File: config.mk
export PLATFORM = sky130hd
export DESIGN_NAME = player_stepper
export DESIGN_NICKNAME = d
export VERILOG_FILES = /design/src/rtl/player_stepper.sv
export SDC_FILE = /design/constraint.sdc
export NUM_CORES = 1
export LEC_CHECK = 0
export ABC_AREA = 1
export BUFFER_PORTS_ARGS = -buffer_cell sky130_fd_sc_hd__buf_2
export CORE_ASPECT_RATIO = 1.2
export CORE_UTILIZATION = 30
export CTS_BUF_LIST = sky130_fd_sc_hd__clkbuf_4 sky130_fd_sc_hd__clkbuf_8
export CTS_CLUSTER_DIAMETER = 60
export CTS_CLUSTER_SIZE = 16
export DETAILED_ROUTE_END_ITERATION = 6
export GPL_ROUTABILITY_DRIVEN = 0
export GPL_TIMING_DRIVEN = 1
export PLACE_DENSITY = 0.57
export SLEW_MARGIN = 20
export SYNTH_ARGS = -nofsm -noshare
export SYNTH_HDL_FRONTEND = slang
export SYNTH_SLANG_ARGS = --single-unit
File: constraint.sdc
create_clock -name clk -period 2.3 [get_ports clk]
set_clock_uncertainty 0.05 [all_clocks]
set_input_delay 0 -clock clk [delete_from_list [all_inputs] [get_ports clk]]
set_output_delay 0 -clock clk [all_outputs]
set_load 0.01 [all_outputs]
File: src/rtl/player_stepper.sv
// Maze-player position controller: paced, bounds-checked moves confirmed by a wall query to the maze store.
// Optional PLAYER_WRAP_EN: moves off an edge wrap to the opposite edge instead of bumping.
module player_stepper #(
   parameter int COORD_W  = 10,
   parameter int GRID_W   = 48,
   parameter int GRID_H   = 48,
   parameter int START_X  = 1,
   parameter int START_Y  = 2,
   parameter int TICK_DIV = 5000000
) (
   input  logic               clk,
   input  logic               rst,
   input  logic               en,
   input  logic               home,
   input  logic [3:0]         mov,
   output logic               chk_req,
   output logic [COORD_W-1:0] chk_x,
   output logic [COORD_W-1:0] chk_y,
   input  logic               chk_ack,
   input  logic               chk_wall,
   output logic [COORD_W-1:0] pos_x,
   output logic [COORD_W-1:0] pos_y,
   output logic [COORD_W-1:0] prev_x,
   output logic [COORD_W-1:0] prev_y,
   output logic               moved,
   output logic               bump
);

   localparam int CW1   = COORD_W + 1;
   localparam int CNT_W = $clog2(TICK_DIV);

   localparam logic [CNT_W-1:0]   CNT_MAX  = CNT_W'(TICK_DIV - 1);
   localparam logic [CNT_W-1:0]   CNT_ONE  = CNT_W'(1);
   localparam logic [COORD_W:0]   ONE_C    = CW1'(1);
   localparam logic [COORD_W:0]   GRID_W_C = CW1'(GRID_W);
   localparam logic [COORD_W:0]   GRID_H_C = CW1'(GRID_H);
   localparam logic [COORD_W-1:0] START_XC = COORD_W'(START_X);
   localparam logic [COORD_W-1:0] START_YC = COORD_W'(START_Y);

   typedef enum logic [0:0] {
      ST_IDLE  = 1'b0,
      ST_CHECK = 1'b1
   } state_e;

   state_e             state_q, state_d;
   logic [CNT_W-1:0]   cnt_q, cnt_d;
   logic               tick_s;
   logic               chk_req_q, chk_req_d;
   logic [COORD_W-1:0] chk_x_q, chk_x_d;
   logic [COORD_W-1:0] chk_y_q, chk_y_d;
   logic [COORD_W-1:0] pos_x_q, pos_x_d;
   logic [COORD_W-1:0] pos_y_q, pos_y_d;
   logic [COORD_W-1:0] prev_x_q, prev_x_d;
   logic [COORD_W-1:0] prev_y_q, prev_y_d;
   logic               moved_q, moved_d;
   logic               bump_q, bump_d;
   logic               mov_onehot_s;
   logic               in_range_s;
   logic [COORD_W:0]   raw_x_s, raw_y_s;
   logic [COORD_W:0]   cand_x_s, cand_y_s;

   // Widened by one bit so that stepping below zero lands far outside the grid.
   function automatic logic [COORD_W:0] step_axis(
      input logic [COORD_W-1:0] c,
      input logic               inc,
      input logic               dec
   );
      logic [COORD_W:0] r;
      r = {1'b0, c};
      if (inc) begin
         r = r + ONE_C;
      end else if (dec) begin
         r = r - ONE_C;
      end else begin
         r = {1'b0, c};
      end
      return r;
   endfunction

   // Free-running move-tick divider.
   always_comb begin
      tick_s = (cnt_q == CNT_MAX);
      if (tick_s) begin
         cnt_d = '0;
      end else begin
         cnt_d = cnt_q + CNT_ONE;
      end
   end

   // Candidate target cell for the requested direction.
   always_comb begin
      case (mov)
         4'b0001, 4'b0010, 4'b0100, 4'b1000: mov_onehot_s = 1'b1;
         default:                            mov_onehot_s = 1'b0;
      endcase
      raw_x_s = step_axis(pos_x_q, mov[0], mov[3]);
      raw_y_s = step_axis(pos_y_q, mov[1], mov[2]);
`ifdef PLAYER_WRAP_EN
      if (raw_x_s == GRID_W_C) begin
         cand_x_s = '0;
      end else if (raw_x_s == {CW1{1'b1}}) begin
         cand_x_s = GRID_W_C - ONE_C;
      end else begin
         cand_x_s = raw_x_s;
      end
      if (raw_y_s == GRID_H_C) begin
         cand_y_s = '0;
      end else if (raw_y_s == {CW1{1'b1}}) begin
         cand_y_s = GRID_H_C - ONE_C;
      end else begin
         cand_y_s = raw_y_s;
      end
`else
      cand_x_s = raw_x_s;
      cand_y_s = raw_y_s;
`endif
      in_range_s = (cand_x_s < GRID_W_C) && (cand_y_s < GRID_H_C);
   end

   // Next-state and output logic; home overrides everything except reset.
   always_comb begin
      state_d   = state_q;
      chk_req_d = chk_req_q;
      chk_x_d   = chk_x_q;
      chk_y_d   = chk_y_q;
      pos_x_d   = pos_x_q;
      pos_y_d   = pos_y_q;
      prev_x_d  = prev_x_q;
      prev_y_d  = prev_y_q;
      moved_d   = 1'b0;
      bump_d    = 1'b0;
      if (home) begin
         state_d   = ST_IDLE;
         chk_req_d = 1'b0;
         pos_x_d   = START_XC;
         pos_y_d   = START_YC;
         prev_x_d  = START_XC;
         prev_y_d  = START_YC;
      end else begin
         case (state_q)
            ST_IDLE: begin
               chk_req_d = 1'b0;
               if (tick_s && en && mov_onehot_s) begin
                  if (in_range_s) begin
                     chk_x_d   = cand_x_s[COORD_W-1:0];
                     chk_y_d   = cand_y_s[COORD_W-1:0];
                     chk_req_d = 1'b1;
                     state_d   = ST_CHECK;
                  end else begin
                     bump_d = 1'b1;
                  end
               end else begin
                  state_d = ST_IDLE;
               end
            end
            ST_CHECK: begin
               // Ticks are deliberately ignored here: one outstanding query at a time.
               if (chk_ack) begin
                  chk_req_d = 1'b0;
                  state_d   = ST_IDLE;
                  if (chk_wall) begin
                     bump_d = 1'b1;
                  end else begin
                     prev_x_d = pos_x_q;
                     prev_y_d = pos_y_q;
                     pos_x_d  = chk_x_q;
                     pos_y_d  = chk_y_q;
                     moved_d  = 1'b1;
                  end
               end else begin
                  chk_req_d = 1'b1;
               end
            end
            default: begin
               state_d   = ST_IDLE;
               chk_req_d = 1'b0;
            end
         endcase
      end
   end

   // State and output registers.
   always_ff @(posedge clk or posedge rst) begin
      if (rst) begin
         state_q   <= ST_IDLE;
         cnt_q     <= '0;
         chk_req_q <= 1'b0;
         chk_x_q   <= '0;
         chk_y_q   <= '0;
         pos_x_q   <= START_XC;
         pos_y_q   <= START_YC;
         prev_x_q  <= START_XC;
         prev_y_q  <= START_YC;
         moved_q   <= 1'b0;
         bump_q    <= 1'b0;
      end else begin
         state_q   <= state_d;
         cnt_q     <= cnt_d;
         chk_req_q <= chk_req_d;
         chk_x_q   <= chk_x_d;
         chk_y_q   <= chk_y_d;
         pos_x_q   <= pos_x_d;
         pos_y_q   <= pos_y_d;
         prev_x_q  <= prev_x_d;
         prev_y_q  <= prev_y_d;
         moved_q   <= moved_d;
         bump_q    <= bump_d;
      end
   end

   assign chk_req = chk_req_q;
   assign chk_x   = chk_x_q;
   assign chk_y   = chk_y_q;
   assign pos_x   = pos_x_q;
   assign pos_y   = pos_y_q;
   assign prev_x  = prev_x_q;
   assign prev_y  = prev_y_q;
   assign moved   = moved_q;
   assign bump    = bump_q;

endmodule

==> results of run 1 <==
-- stage by stage --
| step | total power, uW | setup TNS [ps] | instance area (um2) |
|---|---|---|---|
| 2_1_floorplan | 1625 | 0 | 4609 |
| 3_3_place_gp | 1673 | 0 | 5326 |
| 3_5_place_dp | 1674 | 0 | 5326 |
| 4_1_cts | 2816 | 0 | 5575 |
| 5_1_grt | 2886 | -1007 | 5667 |
| 6_report | 2769 | 0 | 5667 |
-- registers in the layout (all words and copies together), names as in the netlist --
register / cells
moved: 1
chk_x: 10
pos_x: 10
pos_y: 10
prev_y: 10
cnt_q: 23
chk_req: 1
bump: 1
chk_y: 10
prev_x: 10
-- metal layers --
layer / global-route usage / wire length [um] / up-vias
met2: 0.3240 / 6818 / 90
met5: 0 / 0 / -
li1: - / - / 2149
met3: 0.04048 / 591 / 10
met1: 0.1958 / 5395 / 2007
met4: 0.04690 / 129 / 0
-- placed cells by master, fill, tap and decap left out, types with 3 or more instances in the layout --
master / instances
nand2_1: 185
nor3_1: 12
nor2_4: 7
nand3_1: 40
clkbuf_8: 9
ha_1: 3
nand4_1: 19
nor2_2: 11
nand2_2: 4
nor2_1: 53
o22ai_1: 3
xor2_1: 10
buf_4: 27
dfrtp_1: 82
o21ai_0: 42
o21ai_1: 3
inv_1: 78
a21oi_1: 14
dfstp_2: 4
nand3_2: 3
buf_6: 3
inv_2: 6
dlygate4sd3_1: 4
buf_2: 72
-- path summary, 6_finish.rpt --
kind	cells past startpoint	startpoint	slack, ps	to
worst max-delay path	15	pos_x[0]	90	chk_y[2]
worst min-delay path	3	rst	150	chk_y[8]
worst max register to register	15	pos_x[0]	90	chk_y[2]
worst min register to register	2	prev_x[5]	430	prev_x[5]
max in group asynchronous	4	rst	1380	prev_y[1]
min in group clk	5	mov[2]	160	chk_y[0]
-- area by class of cell --
| type | instances | area, um2 |
|---|---|---|
| Clock buffer | 10 | 131.4 |
| Sequential cell | 86 | 2157 |
| Fill cell | 1595 | 9354 |
| Tap cell | 204 | 255.2 |
| Inverter | 86 | 324.1 |
| Timing Repair Buffer | 107 | 656.9 |
| Clock inverter | 6 | 70.07 |
| Multi-Input combinational cell | 425 | 2072 |
-- timing repair --
| action | 4_1_cts | 5_1_grt |
|---|---|---|
| pin swaps | 0 | 6 |
| resized for setup | 1 | 18 |
| endpoints found under the hold margin | 31 | 0 |
| hold buffers | 4 | 0 |
| endpoints found under the setup margin | 3 | 25 |
| buffers inserted | 0 | 6 |
-- logic make-up after synthesis --
family | after synthesis | share of synthesized area
compound gates | 70 | 0.08306
xor+xnor | 11 | 0.02090
fa+ha+maj | 5 | 0.01357
buf+inv | 100 | 0.09175
flops | 86 | 0.4680
simple gates | 339 | 0.3227
-- power by group through the flow --
stage	sequential (uW)	combinational (uW)	clock (uW)
global route	1510	163	1210
global placement	1540	132	0
finish	1510	144	1110
floorplan	1540	84.6	0
detailed placement	1540	133	0
CTS	1510	139	1160
-- worst min-delay path, cell delays in order --
cell           delay (ps)
dlygate4sd3_1         530
buf_2                 120
clkinv_2              380
==> flow_summary.toml, run 1 <==
[status]
status = "finished clean"

[synthesis]
async_reset_ff_frac = 1.000
yosysUniqueCellTypes = 34
synth_warnings = 0
avgSynthCellArea_um2 = 7.544
synth_commonest_cells = "nand2_1, dfrtp_1, inv_1"
yosysTopAreaCell = "dfrtp_1"
synth_edf_count = 0
yosysSeqAreaShare = 0.4680
synthTopCellsByArea = "dfrtp_1, nand2_1, inv_1"
synth_cells = 611
synth_area_um2 = 4609
synth_top_area_share = 0.4452
synth_top_flop_cell = "dfrtp_1"
yosysMostFrequentCell = "nand2_1"
syn_nets = 626
synth_seq_cells = 86

[route]
drtIter0Drc = 208
routedWlPerCell_um = 14.00
via_count = 4256
antenna_left = 0
first_pass_iters = 5
route.detailed.drc = 0
drt-total-wl_mm = 12.94
avgViaCountPerCell = 4.606

[power]
p_switching_uw = 689.7
p_sw_frac = 0.2491
combPwrFrac = 0.052
p_leak_uw = 0.003001
clkPwrFrac = 0.402
peakVddDrop_mv = 0.1987
p_per_area_nw_per_um2 = 488.7
p_int_uw = 2080
seqPwrFrac = 0.546

[finish]
syn_to_final_growth_pct = 22.94
fin_cells = 924
drive_gt1_frac = 0.2236
final_util = 0.3773
num-nets-final = 730
antennaDiodeCount = 0

[critical_path]
crit_top_cell = "nand2_1"
cp-start-kind = "flop"
cp.arrival_ps = 2420
crit_family = "simple AND/OR/NAND/NOR gates"
path_cells = "ha_2 -> inv_1 -> nor2_1 -> nand2_1 -> nand2_1 -> nand3_1 -> nand2_1 -> inv_1 -> nor2_1 -> nand2_1 -> nor2_4 -> buf_4 -> nand4_1 -> nand2_1 -> inv_1"
crit_path_top_delay_cell = "dfstp_2"
critPathMaxStageDelay_ps = 600
crit_buf_inv = 4
worst-setup-path-type = "flop to flop"
cp.required_ps = 2510
critPathMaxFanout = 5
endpoint_kind = "flop"

[clock_network]
numCtsBuffers = 9
cts.path.max_buffers = 2
cts_max_level = 3
cts-root-buf = "clkbuf_8"
cts_tree = "built"
cts.clk_slew.worst_paths_ps = 90
cts.sinks = 86
clk_latency_ps = 370

[placed_design]
hpwl_mm = 9.746
dp_cells = 898
pre_cts_slack_ps = 21.81
portBuffers = 72

[sta]
worst_pin_slew_ps = 721.3
final-max-slew-violation-count = 0
whs_ps = 146.3
fin_crit_sh = 0.9601
finalSetupViolCount = 0
min_period_ps = 2208
timing.slew.headroom = 0.5186
rsz0062_at_grt = "yes"
layout_setup_ws_ps = 91.86
hold_viol = 0
fmax_mhz = 452.9

[grt]
grt_pass1_wl_mm = 21.00
grt.overflow.total = 0
grtUsageTotal = 0.1736
grt_max_degree = 39
grt_pass1_vias = 4179
antenna_found_initial = 0

[flow_run]
drv_cap = 0

[floorplanning]
die_x_um = 115.2
core_region_area_um2 = 15020
rows = 49
dieArea_um2 = 15870
initial_utilization = 0.3069
die_h_um = 137.8
ioPinCount = 73

[hold_path]
min-delay-path-class = "input pin to asynchronous set/reset pin"
Power figures use the tool's default switching activity.
==> inputs of run 2 (changes only) <==
--- a/config.mk
+++ b/config.mk
@@ -5,7 +5,6 @@
 export SDC_FILE = /design/constraint.sdc
 export NUM_CORES = 1
 export LEC_CHECK = 0
-export ABC_AREA = 1
 export BUFFER_PORTS_ARGS = -buffer_cell sky130_fd_sc_hd__buf_2
 export CORE_ASPECT_RATIO = 1.2
 export CORE_UTILIZATION = 30
@@ -15,8 +14,8 @@
 export DETAILED_ROUTE_END_ITERATION = 6
 export GPL_ROUTABILITY_DRIVEN = 0
 export GPL_TIMING_DRIVEN = 1
-export PLACE_DENSITY = 0.57
-export SLEW_MARGIN = 20
+export PLACE_DENSITY = 0.58
 export SYNTH_ARGS = -nofsm -noshare
 export SYNTH_HDL_FRONTEND = slang
 export SYNTH_SLANG_ARGS = --single-unit
+export TNS_END_PERCENT = 100
==> run 2 against run 1 <==
  * The run now ends with negative setup slack left
  * Maximum frequency is 20% lower
  * Die area is 10% lower
  * Core utilization is 4.4 points higher
  * Sequential share of layout area is 0.24 points higher
  * Register-to-register slack worse by 540 ps
  * Worst hold slack worse by 8.5 ps
  * Non-clock buffer count is 56 higher
  * Clock power hardly changed
  * Synthesized area is 10% lower
  * Final area is 0.62% lower
==> flow_summary.toml, run 2 <==
[route]
routedWlPerCell_um = 15.76
via_count = 3488
avgViaCountPerCell = 4.948
drt-total-wl_mm = 11.11
first_pass_iters = 4
route.detailed.drc = 0
drtIter0Drc = 107
antenna_left = 0

[critical_path]
crit_family = "simple AND/OR/NAND/NOR gates"
cp-start-kind = "flop"
endpoint_kind = "flop"
cp.required_ps = 2510
crit_buf_inv = 1
critPathMaxStageDelay_ps = 520
worstRegToRegCells = 7
cp.arrival_ps = 2950
r2r_slack_ps = -450
path_cells = "or4b_4 -> o41a_1 -> or4_4 -> a211oi_2 -> and4_4 -> buf_12 -> mux2_4"
cp_num_cells = 7
crit_path_top_delay_cell = "or4b_4"
worst-setup-path-type = "flop to flop"
critPathMaxFanout = 7
rr_endpoint = "chk_x[2]"
worstReg2RegStart = "pos_x[0]"

[finish]
antennaDiodeCount = 0
num-nets-final = 547
drive_gt1_frac = 0.4004
largest_register_ffs = 23
final_common_cell = "dfrtp_1"
syn_to_final_growth_pct = 36.31
final_util = 0.4218
regMostFlops = "cnt_q"
final_cell_mix = "dfrtp_1, buf_4, buf_2"

[clock_network]
cts.path.max_buffers = 2
clk_latency_ps = 370
cts.clk_slew.worst_paths_ps = 90
cts_max_level = 3
cts.sinks = 86
cts_tree = "built"
cts-root-buf = "clkbuf_8"
numCtsBuffers = 9

[floorplanning]
ioPinCount = 73
die_h_um = 130.6
rows = 46
die_x_um = 109.1
dieArea_um2 = 14250
initial_utilization = 0.3094
core_region_area_um2 = 13350

[synthesis]
synth_top_flop_cell = "dfrtp_1"
synth_mux_area_frac = 0.04452
synth_cells = 380
synth_fa_ha_area_frac = 0.01514
synthTopCellsByArea = "dfrtp_1, a22o_1, xor2_1"
yosys.area_share.xor_xnor = 0.06572
synth_warnings = 0
synth_commonest_cells = "dfrtp_1, nand2_1, a22o_1"
yosysMostFrequentCell = "dfrtp_1"
synth_top_family_by_area = "simple AND/OR/NAND/NOR gates"
yosysTopAreaCell = "dfrtp_1"
synth_compound_area_frac = 0.1378
synth_edf_count = 0
avgSynthCellArea_um2 = 10.87
yosysUniqueCellTypes = 58
synth_seq_cells = 86
synth_top_area_share = 0.4967
yosysSeqAreaShare = 0.5221
async_reset_ff_frac = 1.000
synth_area_um2 = 4131
synthSimpleGateAreaFrac = 0.1760
syn_nets = 395

[hold_path]
min-delay-path-class = "input pin to flop"
whs_path_depth = 5
holdCritStartpoint = "en"
worstHoldEndpoint = "bump"

[grt]
antenna_found_initial = 0
grt_pass1_vias = 3600
grtUsageTotal = 0.1691
grt_max_degree = 45
grt_pass1_wl_mm = 18.25
grt.overflow.total = 0

[sta]
rsz0062_at_grt = "yes"
layout_setup_ws_ps = -446.5
worst_pin_slew_ps = 763.0
fin_crit_sh = 1.194
final-max-slew-violation-count = 0
timing.slew.headroom = 0.4914
finalSetupViolCount = 22
fmax_mhz = 364.1
hold_viol = 0
min_period_ps = 2746

[power]
p_per_area_nw_per_um2 = 483.1
power_uw = 2721
p_leak_uw = 0.002902
peakVddDrop_mv = 0.2552

[placed_design]
portBuffers = 72
hpwl_mm = 8.367

[flow_run]
drv_cap = 0

[status]
status = "complete, but fails checks"
violations = "negative setup slack"
[run 2: cell count changes after synthesis, moves of 11 or more]
cell     delta
nand2_1   -154
inv_1      -71
nor2_1     -31
a22o_1     +30
nand3_1    -30
o21ai_0    -25
a21oi_1    -11
nor2b_1    +11
xnor2_1    +11
[run 2: how the worst max path moves through the flow]
stage / startpoint / end / slack (ps)
finish: pos_x[0] / chk_x[2] / -450
CTS: pos_x[0] / chk_x[2] / -470
global placement: pos_x[0] / chk_x[5] / -540
detailed placement: pos_x[0] / chk_x[5] / -560
global route: pos_x[0] / chk_x[1] / -520
floorplan: pos_y[4] / chk_y[0] / -610
[run 2: logic make-up (layout without fill, tap and decap cells)]
kind of cell	count (synthesis)	in the layout
AND/OR/NAND/NOR	136	136
flip-flops	86	86
AO/OA/AOI/OAI	75	75
buffers and inverters	34	191
XOR/XNOR	31	31
multiplexers	13	13
adder cells (fa/ha/maj)	5	5
[run 2: timing repair]
action	4_1_cts	5_1_grt
setup endpoints to repair	22	22
hold endpoints to repair	43	0
gates cloned	0	0
setup buffers	2	1
hold buffers	4	0
gates resized for setup	19	5
pin swaps	5	4
[run 2: metrics by stage]
step / hold WS [ps] / std cells / cell area (um2) / setup WS [ps] / setup TNS [ps]
after floorplan: 78.38 / 380 / 4151 / -609.2 / -10250
after global placement: 95.30 / 684 / 5286 / -536.5 / -9940
after detailed placement: 103.5 / 684 / 5286 / -563.5 / -10580
after CTS: 95.46 / 705 / 5612 / -465.9 / -8425
after global routing: 138.0 / 705 / 5632 / -517.9 / -9406
final: 137.8 / 705 / 5632 / -446.5 / -7748
[run 2: per-layer routing]
metal	global-route usage	wire (um)
met1	0.2040	4797
met2	0.2834	5407
met4	0.07552	248
met3	0.04266	656
met5	0	0
[run 2: power breakdown]
group / total (uW) / leakage, uW / internal (uW) / switching [uW]
clock: 1100 / 0.000103 / 553 / 544
combinational: 109 / 0.00163 / 37.7 / 71.3
sequential: 1520 / 0.00117 / 1510 / 2.31
[run 2: worst register-to-register path, cell delays in order, from the launching register on]
cell      delay (ps)
dfstp_2          390
or4b_4           520
o41a_1           310
or4_4            420
a211oi_2         210
and4_4           290
buf_12           140
mux2_4           300
[run 2: layout make-up]
class	count	area [um2]
fillers	1300	7721
flip-flops and latches	86	2157
multi-input cells	260	1912
repair buffers	163	1106
well taps	168	210.2
clock buffers	12	152.6
clock inverters	4	47.55
inverters	12	46.29
